$ cat config.mk
export PLATFORM = sky130hd
export DESIGN_NAME = pwm_multi_ch
export DESIGN_NICKNAME = d
export VERILOG_FILES = /design/src/rtl/pwm_multi_ch.sv
export SDC_FILE = /design/constraint.sdc
export NUM_CORES = 1
export LEC_CHECK = 0
export ABC_CLOCK_PERIOD_IN_PS = 4400
export CAP_MARGIN = 40
export CORE_MARGIN = 8
export CORE_UTILIZATION = 50
export CTS_BUF_LIST = sky130_fd_sc_hd__clkbuf_4
export DETAILED_ROUTE_END_ITERATION = 12
export PLACE_DENSITY = 0.69
export SYNTH_ARGS = -nofsm -noshare
export SYNTH_HDL_FRONTEND = slang
export SYNTH_SLANG_ARGS = --single-unit
$ cat constraint.sdc
create_clock -name sys_clk -period 4.4 [get_ports sys_clk]
set_input_delay 0.44 -clock sys_clk [delete_from_list [all_inputs] [get_ports sys_clk]]
set_output_delay 0.44 -clock sys_clk [all_outputs]
set_load 0.005 [all_outputs]
$ cat src/rtl/pwm_multi_ch.sv
// Multi-channel PWM generator with phase-staggered channels, glitch-free
// period-aligned duty updates, a host write port and a debounced step key.
module pwm_multi_ch #(
    parameter int CH_NUM    = 4,
    parameter int CNT_W     = 20,
    parameter int PERIOD    = 50000,
    parameter int DUTY_INIT = 25000,
    parameter int DUTY_STEP = 10000,
    parameter int DEBOUNCE  = 1000000,
    parameter int PHASE_EN  = 1,
    localparam int CH_W     = (CH_NUM > 1) ? $clog2(CH_NUM) : 1
) (
    input  logic              sys_clk,
    input  logic              sys_rst,
    input  logic              key_in,
    input  logic              wr_en,
    input  logic [CH_W-1:0]   wr_ch,
    input  logic [CNT_W-1:0]  wr_duty,
    output logic [CH_NUM-1:0] pwm_out,
    output logic              period_end,
    output logic              key_evt
);

    localparam int unsigned OFF_STEP = (PHASE_EN != 0) ? PERIOD / CH_NUM : 0;
    localparam int          DB_W     = (DEBOUNCE > 1) ? $clog2(DEBOUNCE) : 1;

    localparam logic [CNT_W-1:0] PERIOD_C = CNT_W'(PERIOD);
    localparam logic [CNT_W-1:0] LAST_C   = CNT_W'(PERIOD - 1);
    localparam logic [CNT_W-1:0] INIT_C   = CNT_W'(DUTY_INIT);
    localparam logic [CNT_W:0]   PERIOD_W = (CNT_W + 1)'(PERIOD);
    localparam logic [CNT_W:0]   STEP_W   = (CNT_W + 1)'(DUTY_STEP);
    localparam logic [DB_W-1:0]  DB_MAX   = DB_W'(DEBOUNCE - 1);

    logic [CNT_W-1:0]  cnt;
    logic              last;
    logic [CNT_W-1:0]  duty_pend [CH_NUM];
    logic [CNT_W-1:0]  duty_act  [CH_NUM];
    logic [CNT_W-1:0]  pend_next [CH_NUM];
    logic [CNT_W-1:0]  wr_clamped;
    logic [CH_NUM-1:0] pwm_next;

    logic              key_s1;
    logic              key_s2;
    logic [DB_W-1:0]   db_cnt;
    logic              released;

    assign last       = (cnt == LAST_C);
    assign wr_clamped = (wr_duty > PERIOD_C) ? PERIOD_C : wr_duty;

    // Phase wrap is a single compare-and-subtract since cnt and offset are both < PERIOD.
    always_comb begin
        logic [CNT_W:0] ph;
        ph       = '0;
        pwm_next = '0;
        for (int unsigned i = 0; i < CH_NUM; i++) begin
            ph = {1'b0, cnt} + (CNT_W + 1)'(i * OFF_STEP);
            if (ph >= PERIOD_W) begin
                ph = ph - PERIOD_W;
            end
            pwm_next[i] = (ph < {1'b0, duty_act[i]});
        end
    end

    always_comb begin
        logic [CNT_W:0] step_sum;
        step_sum = '0;
        for (int unsigned i = 0; i < CH_NUM; i++) begin
            step_sum     = {1'b0, duty_pend[i]} + STEP_W;
            pend_next[i] = duty_pend[i];
            if (wr_en && (wr_ch == CH_W'(i))) begin
                pend_next[i] = wr_clamped;
            end else if (key_evt) begin
                pend_next[i] = (step_sum > PERIOD_W) ? '0 : step_sum[CNT_W-1:0];
            end
        end
    end

    always_ff @(posedge sys_clk) begin
        if (sys_rst) begin
            cnt        <= '0;
            period_end <= 1'b0;
            pwm_out    <= '0;
            for (int unsigned i = 0; i < CH_NUM; i++) begin
                duty_pend[i] <= INIT_C;
                duty_act[i]  <= INIT_C;
            end
        end else begin
            cnt        <= last ? '0 : cnt + 1'b1;
            period_end <= last;
            pwm_out    <= pwm_next;
            for (int unsigned i = 0; i < CH_NUM; i++) begin
                if (last) begin
                    duty_act[i] <= duty_pend[i];
                end
                duty_pend[i] <= pend_next[i];
            end
        end
    end

    // One event per press: re-armed only after the synchronized key is seen high.
    always_ff @(posedge sys_clk) begin
        if (sys_rst) begin
            key_s1   <= 1'b1;
            key_s2   <= 1'b1;
            db_cnt   <= '0;
            released <= 1'b1;
            key_evt  <= 1'b0;
        end else begin
            key_s1  <= key_in;
            key_s2  <= key_s1;
            key_evt <= 1'b0;
            if (key_s2) begin
                db_cnt   <= '0;
                released <= 1'b1;
            end else if (db_cnt == DB_MAX) begin
                if (released) begin
                    key_evt  <= 1'b1;
                    released <= 1'b0;
                end
            end else begin
                db_cnt <= db_cnt + 1'b1;
            end
        end
    end

endmodule
==> results of run 1 <==
==> power groups by stage <==
stage	Combinational, µW	Clock [µW]	Sequential, µW
6_report	449	1740	2130
5_1_grt	498	1890	2140
4_1_cts	443	1800	2130
3_5_place_dp	439	0	2180
3_3_place_gp	433	0	2170
2_1_floorplan	330	0	2140
==> through the flow <==
| stage | utilization | hold WS (ns) | area [µm²] |
|---|---|---|---|
| global placement | 0.539 | 0.399 | 16400 |
| detailed placement | 0.539 | 0.402 | 16400 |
| floorplan | - | 0.389 | 15400 |
| CTS | 0.563 | 0.117 | 17200 |
| finish | 0.568 | 0.167 | 17300 |
| global route | 0.568 | 0.126 | 17300 |
==> state kept, by name, summed over array words and instances, names as in the netlist <==
register    cells
pwm_out         4
db_cnt         20
key_evt         1
key_s2          1
released        1
duty_pend      80
cnt            20
period_end      1
key_s1          1
duty_act       80
==> what timing repair did <==
| action | 4_1_cts | 5_1_grt |
|---|---|---|
| gates resized for setup | 0 | 26 |
| endpoints found under the setup margin | 0 | 3 |
| setup buffers | 0 | 6 |
==> path summary, 6_finish.rpt <==
check / to / slack, ns / from
setup / recovery: pwm_out[3] / 0.16 / cnt[3]
hold / removal: duty_pend[3][12] / 0.17 / sys_rst
setup reg to reg: pwm_out[3] / 0.16 / cnt[3]
hold reg to reg: key_evt / 0.43 / released
==> cell type report <==
type	instances	area, µm²
Clock buffer	80	601
Clock inverter	25	135
Timing Repair Buffer	127	1040
Inverter	130	488
Multi-Input combinational cell	1383	9590
Sequential cell	209	4980
Tap cell	396	495
Fill cell	2848	13200
Antenna cell	1	2.50
==> cells by family (layout without fill, tap and decap cells) <==
group / count (synthesis) / after routing / synth area share
xor gates and xnor gates: 150 / 150 / 0.0852
and+or+nand+nor: 676 / 676 / 0.229
AOI/OAI and AO/OA: 439 / 439 / 0.206
buffers and inverters: 234 / 362 / 0.0616
muxes: 11 / 11 / 0.00739
other: 0 / 1 / 0
adders and majority gates: 107 / 107 / 0.0869
DFF: 209 / 209 / 0.323
==> layout by cell type (no fill, tap or decap), types with 38 or more instances in the layout <==
cell type    n
buf_4       95
clkbuf_4    80
xnor2_1    104
xor2_1      44
o21ai_0     79
nand3_1     51
a21oi_1     84
inv_1      125
and2_1      49
nand2_1    149
nor3_1      49
ha_1       106
a21o_1      38
nor2_1     141
edfxtp_1    80
dfxtp_1    129
==> routing by layer <==
layer / global-route usage / vias up / wire, µm
met2: 0.371 / 492 / 19800
met5: 0 / - / 0
li1: - / 6822 / -
met3: 0.0343 / 102 / 2860
met4: 0.0894 / 0 / 1480
met1: 0.321 / 6602 / 19600
==> flow_metrics.env, run 1 <==
export IMPL_die_area_um2=36700
export IMPL_ys_warn_count=0
export IMPL_cp_top_family="compound AO/OA/AOI/OAI gates"
export IMPL_wirelength_um=43700
export IMPL_route_detailed_drc=0
export IMPL_synth_edf_count=80
export IMPL_cts_tree="done"
export IMPL_finalHoldViolCount=0
export IMPL_total_leakage_power_uw=0.00709
export IMPL_synth_top_area_frac=0.168
export IMPL_clockRootBuffer="clkbuf_4"
export IMPL_place_ws_ns=0.0587
export IMPL_numPortBuffers=31
export IMPL_finalNonFillerCells=2351
export IMPL_io_pin_count=32
export IMPL_combPwrFrac=0.104
export IMPL_gp_congestion=0.963
export IMPL_dp_final_hpwl_um=32800
export IMPL_crit_buf_inv=1
export IMPL_syn2layout_area_growth_pct=12.4
export IMPL_end_kind="flip-flop"
export IMPL_drv_cap=0
export IMPL_seqPwrFrac=0.493
export IMPL_grt_max_degree=69
export IMPL_drtAntennaViolNets=0
export IMPL_cts_reportedPaths_clkPinSlew_ns=0.07
export IMPL_worstPathCellList="inv_1 > ha_1 > and4bb_2 > o211a_1 > a2111oi_4 > nor2b_2 > nand3_2 > or2_4 > nand2_1 > o21ai_0 > ha_1 > a21o_1 > a21oi_1 > nor2b_1 > o211ai_1 > a31oi_1 > o221a_2 > o31ai_1 > and4_1"
export IMPL_period_needed_ns=4.24
export IMPL_crit_required_ns=5.01
export IMPL_cts_buffer_depth=3
export IMPL_switching_share=0.272
export IMPL_cts_buffers=56
export IMPL_cts_htree_levels=2
export IMPL_cp_common_cell="ha_1"
export IMPL_synth_common_cells="150 x nand2_1, 142 x nor2_1, 129 x dfxtp_1"
export IMPL_ys_flop_type="dfxtp_1"
export IMPL_die_x_um=192
export IMPL_hold_depth=2
export IMPL_drtPass1Iterations=5
export IMPL_syn_nets=1959
export IMPL_synth_area_leaders="dfxtp_1 17%, edfxtp_1 16%, ha_1 8.7%"
export IMPL_async_flop_share=0
export IMPL_fin_crit_sh=0.963
export IMPL_hold_path_class="in2reg"
export IMPL_clkLatencyLatePin_ns=0.69
export IMPL_drt_iter0_markers=924
export IMPL_core_rowCount=64
export IMPL_avgSynthCellArea_um2=8.44
export IMPL_grt_pass1_wl_um=70300
export IMPL_p_int_uw=3150
export IMPL_wire_per_inst_um=18.6
export IMPL_power_uw=4330
export IMPL_layout_setup_ws_ns=0.165
export IMPL_antenna_found_initial=1
export IMPL_hold_buffers=0
export IMPL_grt_pass1_vias=13300
export IMPL_drive_above_1_share=0.138
export IMPL_reg2regPathDepth=19
export IMPL_ys_ff_latch=209
export IMPL_pwr_share_clk=0.403
export IMPL_die_h_um=192
export IMPL_worst_slew_pin_slew_ns=0.827
export IMPL_syn_area_um2=15400
export IMPL_fmax_ghz=0.236
export IMPL_synth_most_common_cell="nand2_1"
export IMPL_syn_inst=1826
export IMPL_coreArea_um2=30500
export IMPL_slowest_delay_ns=0.39
export IMPL_final_nets=2040
export IMPL_p_sw_uw=1180
export IMPL_synth_cell_types=106
export IMPL_powerDensity_nw_per_um2=250
export IMPL_vias=14000
export IMPL_overflow=0
export IMPL_clock_skew_ns=0.0409
export IMPL_synth_top_cell_by_area="dfxtp_1"
export IMPL_setup_viol=0
export IMPL_slowest_stage="a2111oi_4"
export IMPL_placedCellCount=2239
export IMPL_status="complete, no violations"
export IMPL_path_max_fanout=7
export IMPL_critPathLaunchType="flip-flop"
export IMPL_vias_per_cell=5.96
export IMPL_critPathKind="reg2reg"
export IMPL_slew_limit_headroom=0.444
export IMPL_initial_core_util=0.505
export IMPL_crit_arrival_ns=4.84
export IMPL_slew_violations=0
export IMPL_setup_tns_final_ns=0
export IMPL_track_usage=0.235
export IMPL_ys_seq_area_frac=0.323
export IMPL_crit_cells=19
export IMPL_cts_sinks=209
export IMPL_max_vdd_ir_drop_mv=0.187
(Power assumes the default switching activity.)
==> run 2, diff against run 1 <==
--- a/config.mk
+++ b/config.mk
@@ -8,10 +8,10 @@
 export ABC_CLOCK_PERIOD_IN_PS = 4400
 export CAP_MARGIN = 40
 export CORE_MARGIN = 8
-export CORE_UTILIZATION = 50
+export CORE_UTILIZATION = 25
 export CTS_BUF_LIST = sky130_fd_sc_hd__clkbuf_4
 export DETAILED_ROUTE_END_ITERATION = 12
-export PLACE_DENSITY = 0.69
+export SETUP_SLACK_MARGIN = 0.15
 export SYNTH_ARGS = -nofsm -noshare
 export SYNTH_HDL_FRONTEND = slang
 export SYNTH_SLANG_ARGS = --single-unit
==> run 2 against run 1 <==
Compared with the run above:
- first-iteration DRC count grew 1.9%
- clock-buffer cell count is 7 higher
- die area is 90% higher
- design area up 5.9%
- sequential power barely moved
- clock power up 7%
==> flow_metrics.env, run 2 (synthesized netlist as in run 1, its figures left out) <==
export IMPL_status="complete, no violations"
export IMPL_critPathLaunchType="flip-flop"
export IMPL_cts_buffers=57
export IMPL_end_kind="flip-flop"
export IMPL_syn2layout_area_growth_pct=19.0
export IMPL_final_nets=2072
export IMPL_numPortBuffers=31
export IMPL_powerDensity_nw_per_um2=244
export IMPL_drtAntennaViolNets=0
export IMPL_vias=14200
export IMPL_reg_top3="duty_act (80), duty_pend (80)"
export IMPL_slew_violations=0
export IMPL_cts_htree_levels=2
export IMPL_cts_tree="done"
export IMPL_vias_per_cell=5.11
export IMPL_finalHoldViolCount=0
export IMPL_setup_viol=0
export IMPL_critPathKind="reg2reg"
export IMPL_route_detailed_drc=0
export IMPL_cts_sinks=209
export IMPL_period_needed_ns=4.08
export IMPL_clock_skew_ns=0.0444
export IMPL_grt_pass1_wl_um=75900
export IMPL_worst_slew_pin_slew_ns=0.949
export IMPL_crit_arrival_ns=4.73
export IMPL_antenna_found_initial=2
export IMPL_die_area_um2=69900
export IMPL_max_vdd_ir_drop_mv=0.200
export IMPL_setup_tns_final_ns=0
export IMPL_drtPass1Iterations=5
export IMPL_cts_reportedPaths_clkPinSlew_ns=0.07
export IMPL_io_pin_count=32
export IMPL_path_max_fanout=7
export IMPL_core_rowCount=91
export IMPL_grt_pass1_vias=13700
export IMPL_layout_commonest_cell="nand2_1"
export IMPL_coreArea_um2=61400
export IMPL_crit_required_ns=5.05
export IMPL_initial_core_util=0.251
export IMPL_wire_per_inst_um=17.5
export IMPL_drive_above_1_share=0.166
export IMPL_slew_limit_headroom=0.368
export IMPL_dp_final_hpwl_um=36200
export IMPL_placedCellCount=2651
export IMPL_wirelength_um=48700
export IMPL_total_leakage_power_uw=0.00732
export IMPL_grt_max_degree=80
export IMPL_overflow=0
export IMPL_cts_buffer_depth=3
export IMPL_clockRootBuffer="clkbuf_4"
export IMPL_gp_congestion=0.955
export IMPL_reg2regPathDepth=18
export IMPL_fmax_ghz=0.245
export IMPL_die_x_um=264
export IMPL_die_h_um=264
export IMPL_finalNonFillerCells=2779
export IMPL_track_usage=0.133
export IMPL_rsz0062_at_grt="yes"
export IMPL_hold_path_class="in2reg"
export IMPL_power_uw=4480
export IMPL_drv_cap=0
export IMPL_clkLatencyLatePin_ns=0.79
export IMPL_hold_depth=2
export IMPL_final_cell_mix="148 x nand2_1, 139 x nor2_1, 127 x dfxtp_1, 126 x inv_1, 123 x buf_4"
export IMPL_drt_iter0_markers=942
export IMPL_fin_crit_sh=0.928
[run 2: cell types whose count changed in the layout (fill, tap and decap cells not counted), moves of 3 or more]
cell      delta
a211oi_1     -3
buf_4       +28
clkbuf_4     +7
a211oi_2     +3
clkinv_1     -6
ha_2         +4
ha_1         -4
[run 2: worst max-delay path: stages, from the launching register on]
cell and delay, ns:
dfxtp_1 0.39, inv_2 0.07, ha_1 0.22, buf_4 0.16, a21boi_0 0.16, o32ai_1 0.10, a221o_1 0.39, nor3_4 0.23
o311ai_2 0.15, and4_4 0.23, buf_4 0.14, or3_1 0.32, xnor2_1 0.14, ha_1 0.19, a21o_1 0.17, a21o_1 0.16
a221oi_1 0.28, o21ai_1 0.12, a2111oi_1 0.35
[run 2: per-stage QoR]
step	utilization	area, µm²	setup WS [ns]	hold WS (ns)
after global routing	0.299	18300	0.104	0.142
after detailed placement	0.279	17100	-0.0376	0.408
after CTS	0.293	18000	0.151	0.123
after global placement	0.278	17100	0.0880	0.406
final	0.299	18300	0.318	0.218
after floorplan	-	15400	0.164	0.389
[run 2: repair_timing]
item	4_1_cts	5_1_grt
endpoints found under the hold margin	11	0
hold buffers	1	0
gates resized for setup	16	52
setup buffers	3	15
pin swaps	5	29
setup endpoints to repair	3	4
[run 2: path summary, 6_finish.rpt]
kind,from,slack (ns),to
max,cnt[5],0.32,pwm_out[2]
min,key_in,0.22,key_s1
max reg2reg,cnt[5],0.32,pwm_out[2]
min reg2reg,key_s1,0.43,key_s2
[run 2: layer usage]
metal | GRT usage | vias up | routed length [µm]
met1 | 0.173 | 6745 | 21800
met5 | 0 | - | 0
met3 | 0.0213 | 97 | 2840
met4 | 0.0489 | 0 | 1710
li1 | - | 6876 | -
met2 | 0.219 | 494 | 22300
[run 2: where the power goes]
| part | internal [µW] | switching (µW) | leakage (µW) | total (µW) |
|---|---|---|---|---|
| combinational | 192 | 289 | 0.00506 | 481 |
| clock | 972 | 898 | 0.000464 | 1870 |
| sequential | 2060 | 69.8 | 0.00179 | 2130 |
| total | 3230 | 1260 | 0.00732 | 4480 |
[run 2: area by class of cell]
class                      instances  area [µm²]
clock inverter                    19         121
tap                              790         988
antenna                            3        7.51
multi-input combinational       1383        9800
inverter                         130         488
timing repair buffer             158        1290
clock buffer                      87         653
fill                            6413       43000
sequential                       209        4990
==> run 3, diff against run 2 <==
--- a/config.mk
+++ b/config.mk
@@ -5,13 +5,14 @@
 export SDC_FILE = /design/constraint.sdc
 export NUM_CORES = 1
 export LEC_CHECK = 0
-export ABC_CLOCK_PERIOD_IN_PS = 4400
+export ABC_CLOCK_PERIOD_IN_PS = 4800
 export CAP_MARGIN = 40
 export CORE_MARGIN = 8
 export CORE_UTILIZATION = 25
 export CTS_BUF_LIST = sky130_fd_sc_hd__clkbuf_4
 export DETAILED_ROUTE_END_ITERATION = 12
 export SETUP_SLACK_MARGIN = 0.15
+export SLEW_MARGIN = 30
 export SYNTH_ARGS = -nofsm -noshare
 export SYNTH_HDL_FRONTEND = slang
 export SYNTH_SLANG_ARGS = --single-unit
==> constraint.sdc (replaced) <==
create_clock -name sys_clk -period 4.8 [get_ports sys_clk]
set_input_delay 0.48 -clock sys_clk [delete_from_list [all_inputs] [get_ports sys_clk]]
set_output_delay 0.48 -clock sys_clk [all_outputs]
set_load 0.005 [all_outputs]
==> run 3 against run 2 <==
Compared with the run above:
- first-iteration DRC count rose by 25%
- design area fell by 3.1%
- maximum frequency fell by 8.0%
- critical path type unchanged
- setup slack improved by 0.046 ns
- critical endpoint is now pwm_out[3]
==> flow_metrics.env, run 3 (synthesized netlist as in run 1, its figures left out) <==
export IMPL_end_kind="flip-flop"
export IMPL_rsz0062_at_grt="no"
export IMPL_fin_util=0.290
export IMPL_setup_tns_final_ns=0
export IMPL_grt_pass1_wl_um=77400
export IMPL_die_h_um=264
export IMPL_dp_final_hpwl_um=37100
export IMPL_reg2regPathDepth=17
export IMPL_route_detailed_drc=0
export IMPL_cts_htree_levels=2
export IMPL_cts_sinks=209
export IMPL_hold_ws_ns=0.142
export IMPL_wirelength_um=49100
export IMPL_drv_cap=0
export IMPL_period_needed_ns=4.44
export IMPL_placedCellCount=2625
export IMPL_clockRootBuffer="clkbuf_4"
export IMPL_drt_iter0_markers=1176
export IMPL_status="complete, no violations"
export IMPL_critPathLaunchType="flip-flop"
export IMPL_track_usage=0.136
export IMPL_vias_per_cell=5.11
export IMPL_antenna_found_initial=2
export IMPL_syn2layout_area_growth_pct=15.3
export IMPL_initial_core_util=0.251
export IMPL_path_max_fanout=7
export IMPL_crit_arrival_ns=5.15
export IMPL_reg_top3="duty_act (80), duty_pend (80)"
export IMPL_max_vdd_ir_drop_mv=0.157
export IMPL_crit_required_ns=5.52
export IMPL_slew_limit_headroom=0.488
export IMPL_drtPass1Iterations=5
export IMPL_grt_pass1_vias=13700
export IMPL_place_ws_ns=0.227
export IMPL_grt_max_degree=63
export IMPL_cts_buffers=58
export IMPL_gp_congestion=0.965
export IMPL_fillCellCount=6503
export IMPL_setup_viol=0
export IMPL_cts_reportedPaths_clkPinSlew_ns=0.07
export IMPL_wire_per_inst_um=17.9
export IMPL_final_cell_mix="149 x nand2_1, 141 x nor2_1, 128 x dfxtp_1, 125 x inv_1, 107 x ha_1"
export IMPL_numPortBuffers=31
export IMPL_endpoint="pwm_out[3]"
export IMPL_vias=14000
export IMPL_total_leakage_power_uw=0.00707
export IMPL_critPathKind="reg2reg"
export IMPL_clock_skew_ns=0.0409
export IMPL_die_x_um=264
export IMPL_finalHoldViolCount=0
export IMPL_drtAntennaViolNets=0
export IMPL_overflow=0
export IMPL_core_rowCount=91
export IMPL_finalNonFillerCells=2741
export IMPL_fin_crit_sh=0.924
export IMPL_slew_violations=0
export IMPL_cts_buffer_depth=3
export IMPL_io_pin_count=32
export IMPL_hold_path_class="in2reg"
export IMPL_r2r_end="pwm_out[3]"
export IMPL_die_area_um2=69900
export IMPL_coreArea_um2=61400
export IMPL_layout_setup_ws_ns=0.363
export IMPL_drive_above_1_share=0.133
export IMPL_regToRegSetupSlack_ns=0.36
export IMPL_worst_slew_pin_slew_ns=0.765
export IMPL_fmax_ghz=0.225
export IMPL_crit_start="cnt[4]"
export IMPL_final_nets=2035
export IMPL_r2r_start="cnt[4]"
export IMPL_layout_commonest_cell="nand2_1"
export IMPL_cts_tree="done"
export IMPL_clkLatencyLatePin_ns=0.78
export IMPL_powerDensity_nw_per_um2=229
==> run 3: changes by cell type in the layout (fill, tap and decap cells not counted), moves of 3 or more <==
| cell | before | now |
|---|---|---|
| o21ai_2 | 4 | 1 |
| a211oi_2 | 3 | 0 |
| ha_1 | 102 | 107 |
| a21oi_1 | 82 | 85 |
| ha_2 | 5 | 0 |
| buf_4 | 123 | 86 |
| a211oi_1 | 10 | 13 |
==> run 3: cell type report <==
cell class                 instances  area (µm²)  share of cell area
sequential                       209        4990               0.281
clock buffer                      88         661              0.0372
clock inverter                    19         108             0.00605
timing repair buffer             120         980              0.0551
antenna                            2        5.00            0.000282
tap                              790         988              0.0556
inverter                         130         488              0.0275
multi-input combinational       1383        9560               0.538
==> run 3: critical path: stages (launching register included) <==
cell and delay, ns:
dfxtp_1 0.45, inv_2 0.14, ha_1 0.24, and4bb_2 0.29, o211a_1 0.25, a2111oi_4 0.36, nor2b_1 0.25, nand3_2 0.20
or2_1 0.37, o21ai_1 0.13, xor2_1 0.25, ha_1 0.29, nor2b_1 0.14, o211ai_1 0.16, a31oi_1 0.10, o221a_2 0.25
o31ai_1 0.31, and4_1 0.23
==> run 3: stage by stage <==
stage | area (µm²) | power (µW)
finish | 17800 | 4080
global route | 17800 | 4270
CTS | 17700 | 4140
detailed placement | 16900 | 2420
global placement | 16900 | 2410
floorplan | 15400 | 2260
==> run 3: report_power, final <==
part / internal, µW / switching [µW] / leakage (µW) / total [µW]
logic: 166 / 259 / 0.00482 / 425
registers: 1890 / 69.0 / 0.00179 / 1960
clock network: 890 / 804 / 0.000462 / 1690
==> run 3: worst min path at each step <==
| stage | cells past startpoint | slack [ns] | endpoint | from |
|---|---|---|---|---|
| finish | 2 | 0.14 | duty_pend[0][12] | sys_rst |
| global route | 2 | 0.1 | duty_pend[3][12] | sys_rst |
| CTS | 2 | 0.06 | duty_pend[3][15] | sys_rst |
| detailed placement | 1 | 0.40 | key_s2 | key_s1 |
| global placement | 1 | 0.40 | key_s2 | key_s1 |
| floorplan | 1 | 0.39 | key_s2 | key_s1 |
==> run 3: timing repair <==
action / in CTS / in global routing
resized for setup: 0 / 19
buffers inserted: 0 / 5
hold buffers: 0 / 0
setup endpoints to repair: 0 / 3
hold endpoints to repair: 0 / 0
==> run 3: routing by layer <==
metal	track usage	share of wire	up-vias	wire, µm
met1	0.179	0.46	6627	22500
met3	0.0223	0.053	113	2590
met4	0.0578	0.041	0	2000
met2	0.218	0.45	447	22000
met5	0	0	-	0
li1	-	-	6810	-
